--- config.mk ---
export PLATFORM = sky130hd
export DESIGN_NAME = fft_result_streamer
export DESIGN_NICKNAME = d
export VERILOG_FILES = /design/src/rtl/fft_stream_pkg.sv /design/src/rtl/stream_skid_fifo.sv /design/src/rtl/fft_result_streamer.sv
export SDC_FILE = /design/constraint.sdc
export NUM_CORES = 1
export LEC_CHECK = 0
export BUFFER_PORTS_ARGS = -buffer_cell sky130_fd_sc_hd__buf_2
export CAP_MARGIN = 20
export CORE_ASPECT_RATIO = 0.9
export CORE_MARGIN = 2
export CORE_UTILIZATION = 55
export DETAILED_ROUTE_END_ITERATION = 10
export PLACE_DENSITY = 0.81
export SLEW_MARGIN = 20
export SYNTH_ARGS = -nofsm -noshare
export SYNTH_HDL_FRONTEND = slang
export SYNTH_HIERARCHICAL = 1
export SYNTH_SLANG_ARGS = --single-unit
export TNS_END_PERCENT = 1
--- constraint.sdc ---
create_clock -name clk -period 3.4 [get_ports clk]
set_input_delay 0.68 -clock clk [delete_from_list [all_inputs] [get_ports clk]]
set_output_delay 0.68 -clock clk [all_outputs]
set_load 0.03 [all_outputs]
--- src/rtl/fft_stream_pkg.sv ---
// Purpose: shared state type and sizing constants for the FFT result streamer.
// Latency: none, declarations only.
// Backpressure: none, declarations only.
package fft_stream_pkg;

   localparam int BFP_EXP_W  = 8;
   localparam int SKID_DEPTH = 2;
   localparam int SKID_CNT_W = $clog2(SKID_DEPTH + 1);

   typedef enum logic [2:0] {
      ST_IDLE,
      ST_READ,
      ST_DRAIN,
      ST_FIN,
      ST_WAIT_CLR
   } streamer_state_t;

endpackage

--- src/rtl/stream_skid_fifo.sv ---
// Purpose: 2-entry buffer that absorbs the one-cycle DMA read latency.
// Latency: a push is visible at head_dat on the cycle after the push edge.
// Backpressure: none internally; the caller never pushes into a full buffer unless it pops in that cycle.
//
// Ports: clk/rst; push + push_dat write an entry; pop retires the head;
//        flush empties the buffer and wins over push/pop; head_dat is the
//        oldest entry; count is the current occupancy.
module stream_skid_fifo
   import fft_stream_pkg::*;
#(
   parameter int W = 8
) (
   input  logic                  clk,
   input  logic                  rst,
   input  logic                  push,
   input  logic [W-1:0]          push_dat,
   input  logic                  pop,
   input  logic                  flush,
   output logic [W-1:0]          head_dat,
   output logic [SKID_CNT_W-1:0] count
);

   localparam int PTR_W = $clog2(SKID_DEPTH);

   logic [W-1:0]     mem [SKID_DEPTH];
   logic [PTR_W-1:0] wr_ptr;
   logic [PTR_W-1:0] rd_ptr;

   // Pointers wrap naturally because the depth is a power of two.
   always_ff @(posedge clk or posedge rst) begin
      if (rst) begin
         for (int i = 0; i < SKID_DEPTH; i++) begin
            mem[i] <= '0;
         end
         wr_ptr <= '0;
         rd_ptr <= '0;
         count  <= '0;
      end else if (flush) begin
         wr_ptr <= '0;
         rd_ptr <= '0;
         count  <= '0;
      end else begin
         if (push) begin
            mem[wr_ptr] <= push_dat;
            wr_ptr      <= wr_ptr + PTR_W'(1);
         end
         if (pop) begin
            rd_ptr <= rd_ptr + PTR_W'(1);
         end
         count <= count + SKID_CNT_W'(push) - SKID_CNT_W'(pop);
      end
   end

   assign head_dat = mem[rd_ptr];

endmodule

--- src/rtl/fft_result_streamer.sv ---
// Purpose: drains a finished FFT frame over the DMA read bus as a valid/ready stream in bin order.
// Latency: first beat valid 2 cycles after READ entry; 1 beat/cycle sustained with m_ready high.
// Backpressure: m_ready low stalls the head beat; reads are throttled so at most 2 beats are stored or in flight.
//
// Ports: done/bfpexp/half_spectrum from the core; fin back to the core;
//        dmaact/dmaa/dmadr_* DMA read bus (data one cycle after dmaact);
//        m_* output stream with bin index, last flag and frame exponent;
//        busy while a frame is owned; abort pulses when done drops mid-frame.
module fft_result_streamer
   import fft_stream_pkg::*;
#(
   parameter  int FFT_LENGTH = 1024,
   parameter  int FFT_DW     = 16,
   localparam int FFT_N      = $clog2(FFT_LENGTH)
) (
   input  logic                        clk,
   input  logic                        rst,
   input  logic                        done,
   input  logic signed [BFP_EXP_W-1:0] bfpexp,
   input  logic                        half_spectrum,
   output logic                        fin,
   output logic                        dmaact,
   output logic [FFT_N-1:0]            dmaa,
   input  logic signed [FFT_DW-1:0]    dmadr_real,
   input  logic signed [FFT_DW-1:0]    dmadr_imag,
   output logic                        m_valid,
   input  logic                        m_ready,
   output logic signed [FFT_DW-1:0]    m_real,
   output logic signed [FFT_DW-1:0]    m_imag,
   output logic [FFT_N-1:0]            m_index,
   output logic                        m_last,
   output logic signed [BFP_EXP_W-1:0] m_bfpexp,
   output logic                        busy,
   output logic                        abort
);

   localparam int COMMIT_W = SKID_CNT_W + 1;

   typedef struct packed {
      logic                     last;
      logic [FFT_N-1:0]         index;
      logic signed [FFT_DW-1:0] im;
      logic signed [FFT_DW-1:0] re;
   } beat_t;

   streamer_state_t             state;
   streamer_state_t             nxt_state;
   logic [FFT_N-1:0]            rd_addr;
   logic [FFT_N-1:0]            dmaa_hold;
   logic [FFT_N-1:0]            pend_idx;
   logic [FFT_N-1:0]            last_addr;
   logic                        rd_pending;
   logic                        half_q;
   logic signed [BFP_EXP_W-1:0] bfp_q;
   logic [SKID_CNT_W-1:0]       fifo_cnt;
   logic [COMMIT_W-1:0]         committed;
   logic                        frame_start;
   logic                        abort_now;
   logic                        pop;
   logic                        issue;
   logic                        flush;
   beat_t                       push_beat;
   beat_t                       head_beat;

   assign last_addr   = half_q ? FFT_N'(FFT_LENGTH / 2 - 1) : FFT_N'(FFT_LENGTH - 1);
   assign frame_start = (state == ST_IDLE) && done;
   assign abort_now   = ((state == ST_READ) || (state == ST_DRAIN)) && !done;

   assign m_valid = (fifo_cnt != '0);
   assign pop     = m_valid && m_ready;

   // Slots already spoken for once this cycle settles: stored beats plus the
   // read returning now, less the beat leaving now. A new read may only be
   // issued if it still fits, which keeps the 2-entry buffer from overflowing.
   assign committed = COMMIT_W'(fifo_cnt) + COMMIT_W'(rd_pending) - COMMIT_W'(pop);
   assign issue     = (state == ST_READ) && done && (committed < COMMIT_W'(SKID_DEPTH));

   // Starting a frame discards anything left over; aborting drops stored
   // beats and the read returning this cycle (flush wins over push).
   assign flush = abort_now || frame_start;

   always_comb begin
      push_beat       = '0;
      push_beat.last  = (pend_idx == last_addr);
      push_beat.index = pend_idx;
      push_beat.im    = dmadr_imag;
      push_beat.re    = dmadr_real;
   end

   stream_skid_fifo #(
      .W($bits(beat_t))
   ) u_skid (
      .clk      (clk),
      .rst      (rst),
      .push     (rd_pending),
      .push_dat (push_beat),
      .pop      (pop),
      .flush    (flush),
      .head_dat (head_beat),
      .count    (fifo_cnt)
   );

   assign m_real   = head_beat.re;
   assign m_imag   = head_beat.im;
   assign m_index  = head_beat.index;
   assign m_last   = head_beat.last;
   assign m_bfpexp = bfp_q;

   // State register.
   always_ff @(posedge clk or posedge rst) begin
      if (rst) begin
         state <= ST_IDLE;
      end else begin
         state <= nxt_state;
      end
   end

   // Next-state logic.
   always_comb begin
      nxt_state = state;
      unique case (state)
         ST_IDLE: begin
            if (done) nxt_state = ST_READ;
         end
         ST_READ: begin
            if (!done)                               nxt_state = ST_IDLE;
            else if (issue && rd_addr == last_addr)  nxt_state = ST_DRAIN;
         end
         ST_DRAIN: begin
            if (!done)                     nxt_state = ST_IDLE;
            else if (pop && head_beat.last) nxt_state = ST_FIN;
         end
         ST_FIN: begin
            nxt_state = ST_WAIT_CLR;
         end
         ST_WAIT_CLR: begin
            // done must fall before another frame is accepted.
            if (!done) nxt_state = ST_IDLE;
         end
         default: nxt_state = ST_IDLE;
      endcase
   end

   // FSM outputs.
   always_comb begin
      fin    = (state == ST_FIN);
      busy   = (state != ST_IDLE);
      abort  = abort_now;
      dmaact = issue;
      dmaa   = issue ? rd_addr : dmaa_hold;
   end

   // Address, in-flight tag and frame-constant captures.
   always_ff @(posedge clk or posedge rst) begin
      if (rst) begin
         rd_addr    <= '0;
         dmaa_hold  <= '0;
         pend_idx   <= '0;
         rd_pending <= 1'b0;
         half_q     <= 1'b0;
         bfp_q      <= '0;
      end else begin
         if (frame_start) begin
            rd_addr <= '0;
            half_q  <= half_spectrum;
            bfp_q   <= bfpexp;
         end
         if (issue) begin
            dmaa_hold <= rd_addr;
            pend_idx  <= rd_addr;
            // Stop at the last address so the counter never wraps in a frame.
            if (rd_addr != last_addr) begin
               rd_addr <= rd_addr + FFT_N'(1);
            end
         end
         rd_pending <= issue;
      end
   end

endmodule

Word level (Yosys, flattened, before mapping) --
Index checks and enable logic that the tools add are counted.
Word-level totals: flip-flop bits (word level) 133, input bits 45, output and inout bits 66, logic and storage cells 78
Cells by class: $add $sub $neg 7, magnitude comparators 4, equal/unequal tests 11, muxes and demuxes 23, bitwise operators 3, reductions and logical operators 18
Operators with widths (number):
- $mux 43 | 4
- $bwmux 86 | 1
- $mux 10 | 5
- $demux 43 s1 | 1
- $eq 10x10->1 | 2
- $mux 3 | 6
- $pmux 3 s5 | 1
- $add 10x1->10 const B | 1
- $ne 10x10->1 | 1
- $logic_and 1x1->1 | 8
- $eq 3x2->1 const B | 2
- $ne 3x2->1 const B | 2
- $reduce_bool 2->1 | 3
- $ge 2x2->1 const B | 2
- $mux 1 | 4
- $ne 2x2->1 const B | 2
- $not 1->2 | 2
- $reduce_and 4->1 | 1
- $add 2x1->3 | 1
- $eq 3x1->1 const B | 1
- $eq 3x3->1 const B | 1
- $logic_not 3->1 | 1
- $lt 3x2->1 const B | 1
- $reduce_bool 3->1 | 1
- 10 further kinds | 12

Logic depth before layout (Yosys ltp) --
Gate-level depths: netlist (run 1).
depth in word-level cells 9, gate-level depth with buffers 11, gate-level depth less buffers 10

By module --
The synthesis (run 1) kept the hierarchy.
Modules (own cells, without submodules):
- stream_skid_fifo | times used 1, cells an instance 246, area each 3935.0 um^2, seq. area each 2252.2 um^2
- fft_result_streamer | times used 1, cells an instance 208, area each 1946.9 um^2, seq. area each 1076.0 um^2

Worst setup path before layout (run 1) --
Ideal clock, no wire load.
path kind register to output, start point reg u_skid.count[1], end point out dmaa[0], arrival time 2885 ps, data required time 2720 ps, slack -165 ps, stages on the path, launching flop included 12, buffers on the path 1, cells stage by stage dfrtp_1 or2_2 nand2_1 nor2_1 o21ai_0 fa_1 and3b_1 nand3_2 inv_1 clkbuf_1 nand2_1 nand2_1
Between the ends: longest elaborated chain between the ends 6, elaborated cells between the ends (all ways) 7, classes of those cells add/sub: 2; order compare: 1; mux: 1; reduce/logical: 3
Ends and longest elaborated chain:
- start, declared | line stream_skid_fifo.sv:20 | output logic [SKID_CNT_W-1:0] count
- start signal, assigned | line stream_skid_fifo.sv:50 | count <= count + SKID_CNT_W'(push) - SKID_CNT_W'(pop);
- $reduce_bool 2->1 | line fft_result_streamer.sv:69 | assign m_valid = (fifo_cnt != '0);
- named net m_valid | line fft_result_streamer.sv:26 | output logic m_valid,
- $logic_and 1x1->1 | line fft_result_streamer.sv:70 | assign pop = m_valid && m_ready;
- $sub 3x1->3 | line fft_result_streamer.sv:75 | assign committed = COMMIT_W'(fifo_cnt) + COMMIT_W'(rd_pending) - COMMIT_W'(pop);
- $lt 3x2->1 | line fft_result_streamer.sv:76 | assign issue = (state == ST_READ) && done && (committed < COMMIT_W'(SKID_DEPTH));
- $logic_and 1x1->1 | line fft_result_streamer.sv:76
- named net dmaact | line fft_result_streamer.sv:22 | output logic dmaact,
- $mux 10
- end, declared | line fft_result_streamer.sv:23 | output logic [FFT_N-1:0] dmaa,
The timed path passes the listed nets, and every way through them passes these cells.

Worst setup path in the final report (run 1) --
start point reg u_skid.count[1], end point out dmaa[9]
Between the ends: longest elaborated chain between the ends 6, elaborated cells between the ends (all ways) 7, classes of those cells add/sub: 2; order compare: 1; mux: 1; reduce/logical: 3
Ends and longest elaborated chain (line):
- branches (longest 2 deep; another with $add 2x1->3)
- $sub 3x1->3 * | fft_result_streamer.sv:75
- $lt 3x2->1 * | fft_result_streamer.sv:76
- $logic_and 1x1->1 * | fft_result_streamer.sv:76
- $mux 10 *
Mark *: on every way between the ends.

==> results of run 1 <==
## sequential cells by signal, indices dropped and copies added, names as in the netlist
name / cells
u_skid/rd_ptr: 1
u_skid/count: 2
rd_addr: 10
dmaa_hold: 10
half_q: 1
rd_pending: 1
state: 3
u_skid/mem: 86
u_skid/wr_ptr: 1
pend_idx: 10
m_bfpexp: 8
## path summary, 6_finish.rpt
check | end | start | cells after the start
min | u_skid/count[0] | rst | 2
max reg2reg | rd_addr[6] | u_skid/count[1] | 9
max | dmaa[9] | u_skid/count[1] | 12
max in group asynchronous | u_skid/mem[55] | rst | 3
min reg2reg | m_bfpexp[1] | m_bfpexp[1] | 2
min in group clk | m_bfpexp[3] | bfpexp[3] | 3
## cells by family (layout without fill, tap and decap cells)
kind of cell | after synthesis | after routing | share of synthesized area [%]
AO/OA/AOI/OAI | 15 | 15 | 1.62
XOR/XNOR | 9 | 9 | 1.89
adder cells (fa/ha/maj) | 4 | 4 | 0.979
buffers and inverters | 30 | 173 | 3.23
flip-flops | 133 | 133 | 56.6
multiplexers | 134 | 134 | 25.5
AND/OR/NAND/NOR | 129 | 129 | 10.1
## power groups by stage
stage | Sequential, mW | Clock, mW | Combinational (mW)
floorplan | 2.27 | 0 | 1.80
global placement | 2.31 | 0 | 2.24
detailed placement | 2.36 | 0 | 2.30
CTS | 2.34 | 1.81 | 2.44
global route | 2.40 | 1.89 | 2.69
finish | 2.35 | 1.79 | 2.54
## cell usage in the layout, fill, tap and decap left out, types with 3 or more instances in the layout
| cell | netlist | final |
|---|---|---|
| sky130_fd_sc_hd__buf_4 | 4 | 20 |
| sky130_fd_sc_hd__xnor2_1 | 6 | 6 |
| sky130_fd_sc_hd__mux2_2 | 126 | 126 |
| sky130_fd_sc_hd__or4_1 | 3 | 3 |
| sky130_fd_sc_hd__nor3_1 | 4 | 4 |
| sky130_fd_sc_hd__nand2_4 | 0 | 20 |
| sky130_fd_sc_hd__clkbuf_16 | 0 | 17 |
| sky130_fd_sc_hd__dfrtp_1 | 133 | 132 |
| sky130_fd_sc_hd__mux2_1 | 3 | 3 |
| sky130_fd_sc_hd__nor2_1 | 8 | 7 |
| sky130_fd_sc_hd__nor2b_1 | 3 | 3 |
| sky130_fd_sc_hd__clkinvlp_4 | 0 | 4 |
| sky130_fd_sc_hd__a21oi_1 | 6 | 6 |
| sky130_fd_sc_hd__buf_6 | 3 | 11 |
| sky130_fd_sc_hd__buf_2 | 8 | 99 |
| sky130_fd_sc_hd__clkinv_2 | 0 | 5 |
| sky130_fd_sc_hd__o31ai_1 | 3 | 3 |
| sky130_fd_sc_hd__mux2i_1 | 5 | 5 |
| sky130_fd_sc_hd__nand2_1 | 88 | 67 |
| sky130_fd_sc_hd__ha_1 | 3 | 3 |
| sky130_fd_sc_hd__inv_1 | 8 | 6 |
| sky130_fd_sc_hd__nand4_1 | 4 | 4 |
| sky130_fd_sc_hd__nand3_1 | 5 | 5 |
## synth_stat cells, drive strengths merged (2+ instances only)
| master | number | area share (%) |
|---|---|---|
| ha | 3 | 0.64 |
| nand2 | 88 | 5.6 |
| nor3 | 4 | 0.34 |
| xnor2 | 7 | 1.4 |
| mux2 | 129 | 25 |
| nand2b | 2 | 0.21 |
| nor2 | 8 | 0.51 |
| or2 | 2 | 0.21 |
| o31ai | 3 | 0.38 |
| mux2i | 5 | 0.85 |
| nand3 | 6 | 0.60 |
| buf | 15 | 1.8 |
| a21oi | 6 | 0.51 |
| or4 | 3 | 0.38 |
| o21ai | 2 | 0.17 |
| clkbuf | 7 | 0.96 |
| nand4 | 4 | 0.43 |
| dfrtp | 133 | 57 |
| nor2b | 3 | 0.32 |
| inv | 8 | 0.51 |
## area by class of cell
class | count | area [µm²]
Clock buffer | 20 | 457
Clock inverter | 12 | 129
Fill cell | 658 | 2850
Inverter | 8 | 35.0
Multi-Input combinational cell | 291 | 2550
Sequential cell | 133 | 3330
Tap cell | 129 | 161
Timing Repair Buffer | 133 | 825
## routing by layer
layer	part of all wire, %	vias up	GRT usage, %	wire (µm)
li1	-	1830	-	-
met1	42	2025	29.4	5400
met2	50	163	37.8	6470
met3	7.3	16	5.99	942
met4	0.94	0	7.88	121
met5	0	-	0	0
## metrics by stage
stage	utilization, %	cell area (µm²)	setup TNS [ns]
after global routing	72.5	7490	-1.31
after global placement	63.1	6530	0
final	72.5	7490	-0.0791
after floorplan	-	5880	0
after CTS	70.6	7290	-0.161
after detailed placement	63.1	6530	-0.0547
## critical path: cells and delay by family, from the launching register on
family / cells / cell delay (ns)
compound gates: 1 / 0.13
flops: 1 / 0.38
fa+ha+maj: 1 / 0.45
simple gates: 7 / 0.94
buf+inv: 3 / 0.43
## repair_timing
item / in CTS / in global routing
endpoints found under the setup margin: 11 / 11
pin swaps: 2 / 6
buffers inserted: 5 / 6
gates cloned: 0 / 0
resized for setup: 45 / 34
==> flow_summary.ini, run 1 <==
[synthesis]
synthCells = 454
mapped_cell_area_mm2 = 0.00588
synthDistinctLibCells = 42
synth_edf_count = 0
synth_seq_area_share_pct = 56.6
synthArstFlopShare_pct = 100
synth-seq-cells = 133
postSynthAreaPerCell_um2 = 13.0
synth_flop_cell = sky130_fd_sc_hd__dfrtp_1
syn-num-nets = 503
ys_warn_count = 6

[pwr]
ir_drop_uv = 508
power_per_cell_area_mw_per_mm2 = 892
internal_mw = 4.29
total_switching_power_mw = 2.39
power_leakage_nw = 3.87
sequential_group_share_of_total_power_pct = 35.1
p_sw_share_pct = 35.8
clock_power_share_pct = 26.9
total_power_mw = 6.68
part_of_the_power_in_combinational_logic_pct = 38.0

[status]
run_status = finished with violations
violations_in_the_final_reports = DRC, setup timing

[critical_path]
timing_worst_setup_path_type = register to primary output
crit_path_frequent_cell = sky130_fd_sc_hd__nand2_4
worst-path-max-fanout = 6
cp-end-kind = primary output
crit_required_ns = 2.72
critical_path.cell_chain = or2_4 > nand2_4 > nor2_4 > o21ai_2 > fa_1 > and3b_2 > nand3_4 > clkinvlp_4 > buf_8 > nand2_4 > nand2_4 > buf_6
worstPathArrival_ns = 2.74
launching_element_type_of_the_critical_path = register
critical_path.max_stage_delay_ns = 0.45
timing.critical_path.slowest_stage_cell = sky130_fd_sc_hd__fa_1
reg2reg_slack_ns = 0.74

[drt]
avgRoutedWirePerCell_um = 17.8
vias = 4034
detail_route.first_pass.iterations = 9
drt_iter0_markers = 312
antenna_left = 0
postRouteWirelength_mm = 12.9
number_of_remaining_drc_errors = 11
viasPerCell = 5.56

[global_route]
first_global_vias = 4143
grt_max_degree = 44
global_route.overflow_total = 0
grt.total_usage_pct = 22.7
grt_pass1_wl_mm = 20.3
antenna_violations_before_repair = 0

[timing]
slew_limit_fails = 0
worst_pin_slew_ns = 1.04
rsz0062_at_grt = true
number_of_hold_slack_violations_in_the_final_timing_report = 0
worst_slew_margin_rel_pct = 30.5
timing.final.crit_period_ns = 3.42
finalHoldWorstSlack_ns = 0.289
final.period_utilization_pct = 101
max_clock_freq_mhz = 292
timing.final.ws_setup_ns = -0.0203
timing.final.setup_violations = 11
clock_skew_ns = 0.00910

[die]
dieHeight_um = 102
die_width_um = 113
start_util_pct = 56.9
fp.coreArea_mm2 = 0.0103
placement_rows = 35
die_area_mm2 = 0.0115
ios = 111

[cts]
postCtsHoldBufs = 0
clock_path_buffers = 2
cts_root_buffer = sky130_fd_sc_hd__clkbuf_16
numClockSinks = 133
path_clk_slew_ns = 0.06
cts_max_level = 4
cts_tree = done
insertion_delay_of_the_later_clocked_pin_in_the_worst_skew_pair_ns = 0.40
cts_made_buffers = 17

[job]
cap_violations = 0

[placement]
half_perimeter_wire_length_of_the_detailed_placement_result_mm = 8.15
globalplace.congestion = 0.828
placedCellCount = 683
preCtsSetupSlack_ns = -0.0273
buffer_ports.inserted = 110

[worst_hold_path]
hold_path.class = input pin to asynchronous set/reset pin

[layout]
layout-area-overhead-vs-synth_pct = 27.3
layoutNonFillerInstCount = 726
final_net_count = 633
antenna-diode-count = 0
layout_cell_share_with_drive_strength_beyond_1_pct = 54.4
Note: power is estimated with default switching activity, not from simulation.
==> run 2: changes to the inputs <==
--- a/config.mk
+++ b/config.mk
@@ -9,9 +9,10 @@
 export CAP_MARGIN = 20
 export CORE_ASPECT_RATIO = 0.9
 export CORE_MARGIN = 2
-export CORE_UTILIZATION = 55
+export CORE_UTILIZATION = 50
 export DETAILED_ROUTE_END_ITERATION = 10
-export PLACE_DENSITY = 0.81
+export PLACE_DENSITY = 0.78
+export SKIP_LAST_GASP = 1
 export SLEW_MARGIN = 20
 export SYNTH_ARGS = -nofsm -noshare
 export SYNTH_HDL_FRONTEND = slang
==> constraint.sdc (replaced) <==
create_clock -name clk -period 2.75 [get_ports clk]
set_input_delay 0.55 -clock clk [delete_from_list [all_inputs] [get_ports clk]]
set_output_delay 0.55 -clock clk [all_outputs]
set_load 0.03 [all_outputs]
==> run 2 against run 1 <==
The run ends with setup timing left. Count of clock-buffer cells in the layout grew 5. Worst hold slack lost 0.020 ns. Via count shrank 2.7%. Setup slack lost 0.50 ns. Combinational power grew 22%. Register-to-register slack lost 0.83 ns. Total power grew 25%. Core utilization shrank 6.4 points. Critical path type unchanged. Largest cell class unchanged.
==> flow_summary.ini, run 2 (synthesis gave the netlist of run 1 again) <==
[worst_hold_path]
hold_path.class = input pin to asynchronous set/reset pin

[cts]
clock_path_buffers = 2
insertion_delay_of_the_later_clocked_pin_in_the_worst_skew_pair_ns = 0.42
cts_made_buffers = 17
path_clk_slew_ns = 0.05
cts_max_level = 4
numClockSinks = 133
cts_root_buffer = sky130_fd_sc_hd__clkbuf_16
cts_tree = done
postCtsHoldBufs = 0

[die]
die_width_um = 118
start_util_pct = 51.4
fp.coreArea_mm2 = 0.0114
die_area_mm2 = 0.0126
placement_rows = 37
ios = 111
dieHeight_um = 107

[timing]
clock_skew_ns = 0.00647
rsz0062_at_grt = true
finalHoldWorstSlack_ns = 0.269
timing.final.ws_setup_ns = -0.518
slew_limit_fails = 0
max_clock_freq_mhz = 306
final.period_utilization_pct = 119
timing.final.setup_violations = 14
number_of_hold_slack_violations_in_the_final_timing_report = 0
timing.final.crit_period_ns = 3.27
worst_slew_margin_rel_pct = 60.6
fin_tns_setup_ns = -5.75
worst_pin_slew_ns = 0.589

[pwr]
ir_drop_uv = 529
power_per_cell_area_mw_per_mm2 = 1100
power_leakage_nw = 3.84
total_power_mw = 8.32

[drt]
postRouteWirelength_mm = 12.2
number_of_remaining_drc_errors = 0
vias = 3926
drt_iter0_markers = 234
viasPerCell = 5.18
avgRoutedWirePerCell_um = 16.1
detail_route.first_pass.iterations = 4
antenna_left = 0

[layout]
final_util_pct = 66.0
largest_register = u_skid/mem
final_net_count = 638
layout_cell_share_with_drive_strength_beyond_1_pct = 54.3
antenna-diode-count = 0
layout-area-overhead-vs-synth_pct = 28.4
most_common_cell_after_layout_fill_and_taps_aside = sky130_fd_sc_hd__dfrtp_1
mostFrequentLayoutCells = 131 x sky130_fd_sc_hd__dfrtp_1, 126 x sky130_fd_sc_hd__mux2_2, 100 x sky130_fd_sc_hd__buf_2
layoutNonFillerInstCount = 758
number_of_flip_flops_in_the_largest_register = 86

[critical_path]
worst_r2r_path_depth = 11
worst-path-max-fanout = 6
worstPathArrival_ns = 2.72
crit_path_frequent_cell = sky130_fd_sc_hd__nand2_4
origin_of_the_worst_setup_path = u_skid/count[1]
critical-path-top-delay-family = simple AND/OR/NAND/NOR gates
cp-end-kind = primary output
critical_path.cell_chain = or2_4 > nand2_2 > nor2_2 > buf_4 > fa_1 > and3b_1 > nand3_2 > inv_4 > clkbuf_16 > nand2_4 > nand2_4 > buf_6
timing.critical_path.slowest_stage_cell = sky130_fd_sc_hd__fa_1
critPathBufInv = 4
reg2reg_slack_ns = -0.09
critical_path.max_stage_delay_ns = 0.56
cp.depth = 12
timing.rr.start = u_skid/count[1]
launching_element_type_of_the_critical_path = register
worst_r2r_endpoint = rd_addr[6]
timing_worst_setup_path_type = register to primary output
crit_required_ns = 2.20

[global_route]
grt_pass1_wl_mm = 20.0
global_route.overflow_total = 0
antenna_violations_before_repair = 0
first_global_vias = 4083
grt.total_usage_pct = 20.5
grt_max_degree = 91

[placement]
half_perimeter_wire_length_of_the_detailed_placement_result_mm = 8.07
buffer_ports.inserted = 110
placedCellCount = 719
globalplace.congestion = 0.781

[status]
violations_in_the_final_reports = setup timing
run_status = finished with violations

[job]
cap_violations = 0
[run 2: changes by cell type in the layout (fill, tap and decap cells not counted), moves of 2 or more]
cell                       delta
sky130_fd_sc_hd__clkbuf_8     +3
sky130_fd_sc_hd__buf_6        -5
sky130_fd_sc_hd__nand2_2      +7
sky130_fd_sc_hd__buf_12       +2
sky130_fd_sc_hd__nand2_4      -6
sky130_fd_sc_hd__clkbuf_1     +2
sky130_fd_sc_hd__clkinv_4     -2
sky130_fd_sc_hd__clkinv_2     -4
sky130_fd_sc_hd__buf_4        +7
[run 2: area by class of cell]
cell class | count | area (µm²)
tap | 156 | 195
fill | 869 | 3880
timing repair buffer | 138 | 876
multi-input combinational | 291 | 2490
clock inverter | 7 | 118
clock buffer | 25 | 505
sequential | 133 | 3330
inverter | 8 | 36.3
[run 2: worst reg2reg max path, cell delays in order (launching register included)]
cell and delay [ns]:
sky130_fd_sc_hd__dfrtp_2 0.40, sky130_fd_sc_hd__or2_4 0.23, sky130_fd_sc_hd__nand2_2 0.07, sky130_fd_sc_hd__nor2_2 0.04, sky130_fd_sc_hd__buf_4 0.12, sky130_fd_sc_hd__fa_1 0.56, sky130_fd_sc_hd__and3b_1 0.20, sky130_fd_sc_hd__nand3_2 0.12
sky130_fd_sc_hd__buf_6 0.18, sky130_fd_sc_hd__buf_4 0.18, sky130_fd_sc_hd__or4_1 0.50, sky130_fd_sc_hd__a21oi_1 0.16
[run 2: what timing repair did]
item                       4_1_cts  5_1_grt
gates resized for setup         22       13
pin swaps                        0        6
cloned                           0        1
setup buffers                    0        6
setup endpoints to repair       14       19
[run 2: through the flow]
step	setup WS (ns)	cell area, µm²
after detailed placement	-0.193	6760
after global placement	-0.140	6760
after floorplan	-0.192	5970
after CTS	-0.494	7430
after global routing	-0.632	7550
final	-0.518	7550
[run 2: power by group]
part           switching [mW]  internal, mW
registers               0.336          2.54
logic                    1.71          1.40
clock network           0.793          1.54
total                    2.83          5.49
[run 2: how the worst max path moves through the flow]
stage                    to  slack, ns
CTS                 dmaa[8]      -0.49
finish              dmaa[4]      -0.52
global placement    dmaa[4]      -0.14
detailed placement  dmaa[7]      -0.19
global route        dmaa[3]      -0.63
floorplan           dmaa[8]      -0.19
[run 2: routing by layer]
metal | routed length, µm | GRT usage (%)
met5 | 0 | 0
met4 | 123 | 6.45
met3 | 727 | 6.70
met2 | 5920 | 33.2
met1 | 5440 | 26.2
==> run 3: changes to the inputs <==
--- a/config.mk
+++ b/config.mk
@@ -5,6 +5,7 @@
 export SDC_FILE = /design/constraint.sdc
 export NUM_CORES = 1
 export LEC_CHECK = 0
+export ABC_AREA = 1
 export BUFFER_PORTS_ARGS = -buffer_cell sky130_fd_sc_hd__buf_2
 export CAP_MARGIN = 20
 export CORE_ASPECT_RATIO = 0.9
==> run 3 against run 2 <==
The run still ends with setup timing left. Count of clock-buffer cells in the layout did not move. Global-route usage rose by 1.3 points. Worst hold slack got worse by 0.20 ns. Setup slack improved by 0.24 ns. Die area rose by 2.8%. Clock power rose by 5%. Largest power group unchanged.
==> flow_summary.ini, run 3 <==
[cts]
cts_made_buffers = 17
numClockSinks = 133
cts_max_level = 4
insertion_delay_of_the_later_clocked_pin_in_the_worst_skew_pair_ns = 0.42
path_clk_slew_ns = 0.06
cts_root_buffer = sky130_fd_sc_hd__clkbuf_16
clock_path_buffers = 2
cts_tree = done
postCtsHoldBufs = 0

[global_route]
grt_pass1_wl_mm = 22.2
global_route.overflow_total = 0
grt.total_usage_pct = 21.8
antenna_violations_before_repair = 0
first_global_vias = 4733
grt_max_degree = 50

[synthesis]
synth-seq-cells = 133
syn-num-nets = 693
synth_top_cells_by_count = 188 x sky130_fd_sc_hd__nand2_1, 133 x sky130_fd_sc_hd__dfrtp_1, 73 x sky130_fd_sc_hd__inv_1, 51 x sky130_fd_sc_hd__mux2_2, 50 x sky130_fd_sc_hd__o21ai_1
synth_flop_cell = sky130_fd_sc_hd__dfrtp_1
ys_warn_count = 6
yosys.cell_count.top_type = sky130_fd_sc_hd__nand2_1
post_synth_main_area_contributors = sky130_fd_sc_hd__dfrtp_1 55%, sky130_fd_sc_hd__nand2_1 12%, sky130_fd_sc_hd__mux2_2 9.5%
synth_seq_area_share_pct = 55.0
netlist.area_leader.share_pct = 55.0
yosysTopAreaCell = sky130_fd_sc_hd__dfrtp_1
synthDistinctLibCells = 31
postSynthAreaPerCell_um2 = 9.40
mapped_cell_area_mm2 = 0.00605
synth_edf_count = 0
synthCells = 644
synthArstFlopShare_pct = 100

[status]
violations_in_the_final_reports = setup timing
run_status = finished with violations

[timing]
clock_skew_ns = 0.0107
worst_pin_slew_ns = 0.554
final.period_utilization_pct = 110
finalHoldWorstSlack_ns = 0.0695
rsz0062_at_grt = true
timing.final.setup_violations = 11
worst_slew_margin_rel_pct = 63.0
timing.final.crit_period_ns = 3.02
max_clock_freq_mhz = 331
timing.final.ws_setup_ns = -0.274
number_of_hold_slack_violations_in_the_final_timing_report = 0
slew_limit_fails = 0

[placement]
placedCellCount = 907
half_perimeter_wire_length_of_the_detailed_placement_result_mm = 8.78
buffer_ports.inserted = 110
globalplace.congestion = 0.857

[critical_path]
launching_element_type_of_the_critical_path = register
timing_worst_setup_path_type = register to primary output
crit_path_frequent_cell = sky130_fd_sc_hd__nand2_2
worst_r2r_path_depth = 17
worst-path-max-fanout = 5
timing.rr.start = u_skid/count[0]
critical_path.max_stage_delay_ns = 0.57
critPathBufInv = 4
worstPathArrival_ns = 2.47
cp-end-kind = primary output
reg2reg_slack_ns = 0.35
worst_r2r_endpoint = rd_addr[8]
timing.critical_path.slowest_stage_cell = sky130_fd_sc_hd__fa_2
critical_path.cell_chain = inv_2 > nand2_2 > nand2_2 > inv_2 > nand2_2 > o21ai_2 > nand2_1 > fa_2 > nand2_2 > nor2_4 > nand2_4 > buf_6 > nand2_1 > nand2_2 > buf_6
critical-path-top-delay-family = simple AND/OR/NAND/NOR gates
crit_required_ns = 2.20

[layout]
final_net_count = 826
mostFrequentLayoutCells = 168 x sky130_fd_sc_hd__nand2_1, 132 x sky130_fd_sc_hd__dfrtp_1, 100 x sky130_fd_sc_hd__buf_2
layout-area-overhead-vs-synth_pct = 27.1
final_util_pct = 64.4
area_of_the_multi_input_gates_mm2 = 0.00230
layoutNonFillerInstCount = 950
fillCellCount = 978
largest_register = u_skid/mem
antenna-diode-count = 0
number_of_flip_flops_in_the_largest_register = 86
total_area_of_sequential_cells_mm2 = 0.00333
most_common_cell_after_layout_fill_and_taps_aside = sky130_fd_sc_hd__nand2_1
layout_cell_share_with_drive_strength_beyond_1_pct = 34.2

[die]
placement_rows = 38
ios = 111
fp.coreArea_mm2 = 0.0119
dieHeight_um = 108
start_util_pct = 50.7
die_area_mm2 = 0.0130
die_width_um = 120

[worst_hold_path]
hold_path.class = input pin to asynchronous set/reset pin

[drt]
vias = 4780
viasPerCell = 5.03
number_of_remaining_drc_errors = 0
drt_iter0_markers = 314
detail_route.first_pass.iterations = 5
postRouteWirelength_mm = 13.2
avgRoutedWirePerCell_um = 13.9
antenna_left = 0

[pwr]
p_sw_share_pct = 36.8
total_switching_power_mw = 3.14
power_per_cell_area_mw_per_mm2 = 1110
sequential_group_share_of_total_power_pct = 33.6
internal_mw = 5.40
power_leakage_nw = 4.07
clock_power_share_pct = 28.7
ir_drop_uv = 749
part_of_the_power_in_combinational_logic_pct = 37.7

[job]
cap_violations = 0
## run 3: changes by cell type in the layout (fill, tap and decap cells not counted), moves of 11 or more
cell | previous run | this run
sky130_fd_sc_hd__mux2_2 | 126 | 51
sky130_fd_sc_hd__nand2_1 | 67 | 168
sky130_fd_sc_hd__o21ai_1 | 1 | 50
sky130_fd_sc_hd__nand2_4 | 14 | 3
sky130_fd_sc_hd__inv_1 | 6 | 69
sky130_fd_sc_hd__nand2_2 | 7 | 20
sky130_fd_sc_hd__o21ai_0 | 1 | 42
sky130_fd_sc_hd__nand3_1 | 5 | 23
## run 3: power groups by stage
| stage | combinational [mW] | clock, mW | sequential [mW] |
|---|---|---|---|
| 6_report | 3.22 | 2.45 | 2.87 |
| 5_1_grt | 3.51 | 2.60 | 2.94 |
| 4_1_cts | 3.16 | 2.50 | 2.87 |
| 3_5_place_dp | 3.00 | 0 | 2.89 |
| 3_3_place_gp | 2.91 | 0 | 2.85 |
| 2_1_floorplan | 2.19 | 0 | 2.92 |
## run 3: worst reg2reg max path: cells and delay by family, from the launching register on
family	cells	cell delay, ns
buf+inv	5	0.53
fa+ha+maj	1	0.57
flops	1	0.36
simple gates	8	0.63
compound gates	3	0.26
## run 3: metrics by stage
| step | total power, mW | setup TNS (ns) | worst slack (ns) | cell area, µm² |
|---|---|---|---|---|
| final | 8.54 | -2.84 | -0.274 | 7690 |
| after CTS | 8.52 | -3.81 | -0.356 | 7610 |
| after detailed placement | 5.89 | -1.18 | -0.133 | 6800 |
| after global placement | 5.76 | -0.774 | -0.0808 | 6800 |
| after floorplan | 5.11 | -0.674 | -0.122 | 6060 |
| after global routing | 9.05 | -4.61 | -0.433 | 7690 |
## run 3: layer usage
metal  up-vias  wire, µm  track usage (%)  part of all wire, %
li1       2331         -                -                    -
met1      2316      5820             27.8                   44
met2       120      6620             36.0                   50
met3        13       576             5.22                  4.4
met4         0       162             8.74                  1.2
met5         -         0                0                    0
## run 3: final cells by class
cell class	count	area share [%]
Timing Repair Buffer	143	12.0
Clock buffer	25	6.57
Multi-Input combinational cell	405	29.9
Inverter	77	3.81
Sequential cell	133	43.3
Clock inverter	7	1.84
Tap cell	160	2.60
## run 3: what timing repair did
action,CTS,global route
pin swaps,8,8
gates resized for setup,35,18
buffers inserted,6,4
cloned,1,0
endpoints found under the setup margin,11,11
## run 3: cells by family (layout without fill, tap and decap cells)
logic type,after synthesis,count (layout),synth area share [%]
compound gates,103,103,8.77
buf+inv,106,252,8.29
simple gates,244,244,17.1
fa+ha+maj,4,4,0.951
flops,133,133,55.0
xor+xnor,3,3,0.434
mux,51,51,9.49
## run 3: worst max-delay path by stage
| stage | startpoint | endpoint | slack, ns | cells past startpoint |
|---|---|---|---|---|
| final | u_skid/count[0] | dmaa[4] | -0.27 | 15 |
| after global routing | u_skid/count[0] | dmaa[4] | -0.43 | 15 |
| after CTS | u_skid/count[0] | dmaa[8] | -0.36 | 15 |
| after detailed placement | m_ready | dmaa[8] | -0.13 | 12 |
| after global placement | m_ready | dmaa[3] | -0.08 | 14 |
| after floorplan | u_skid/count[1] | dmaa[3] | -0.12 | 13 |
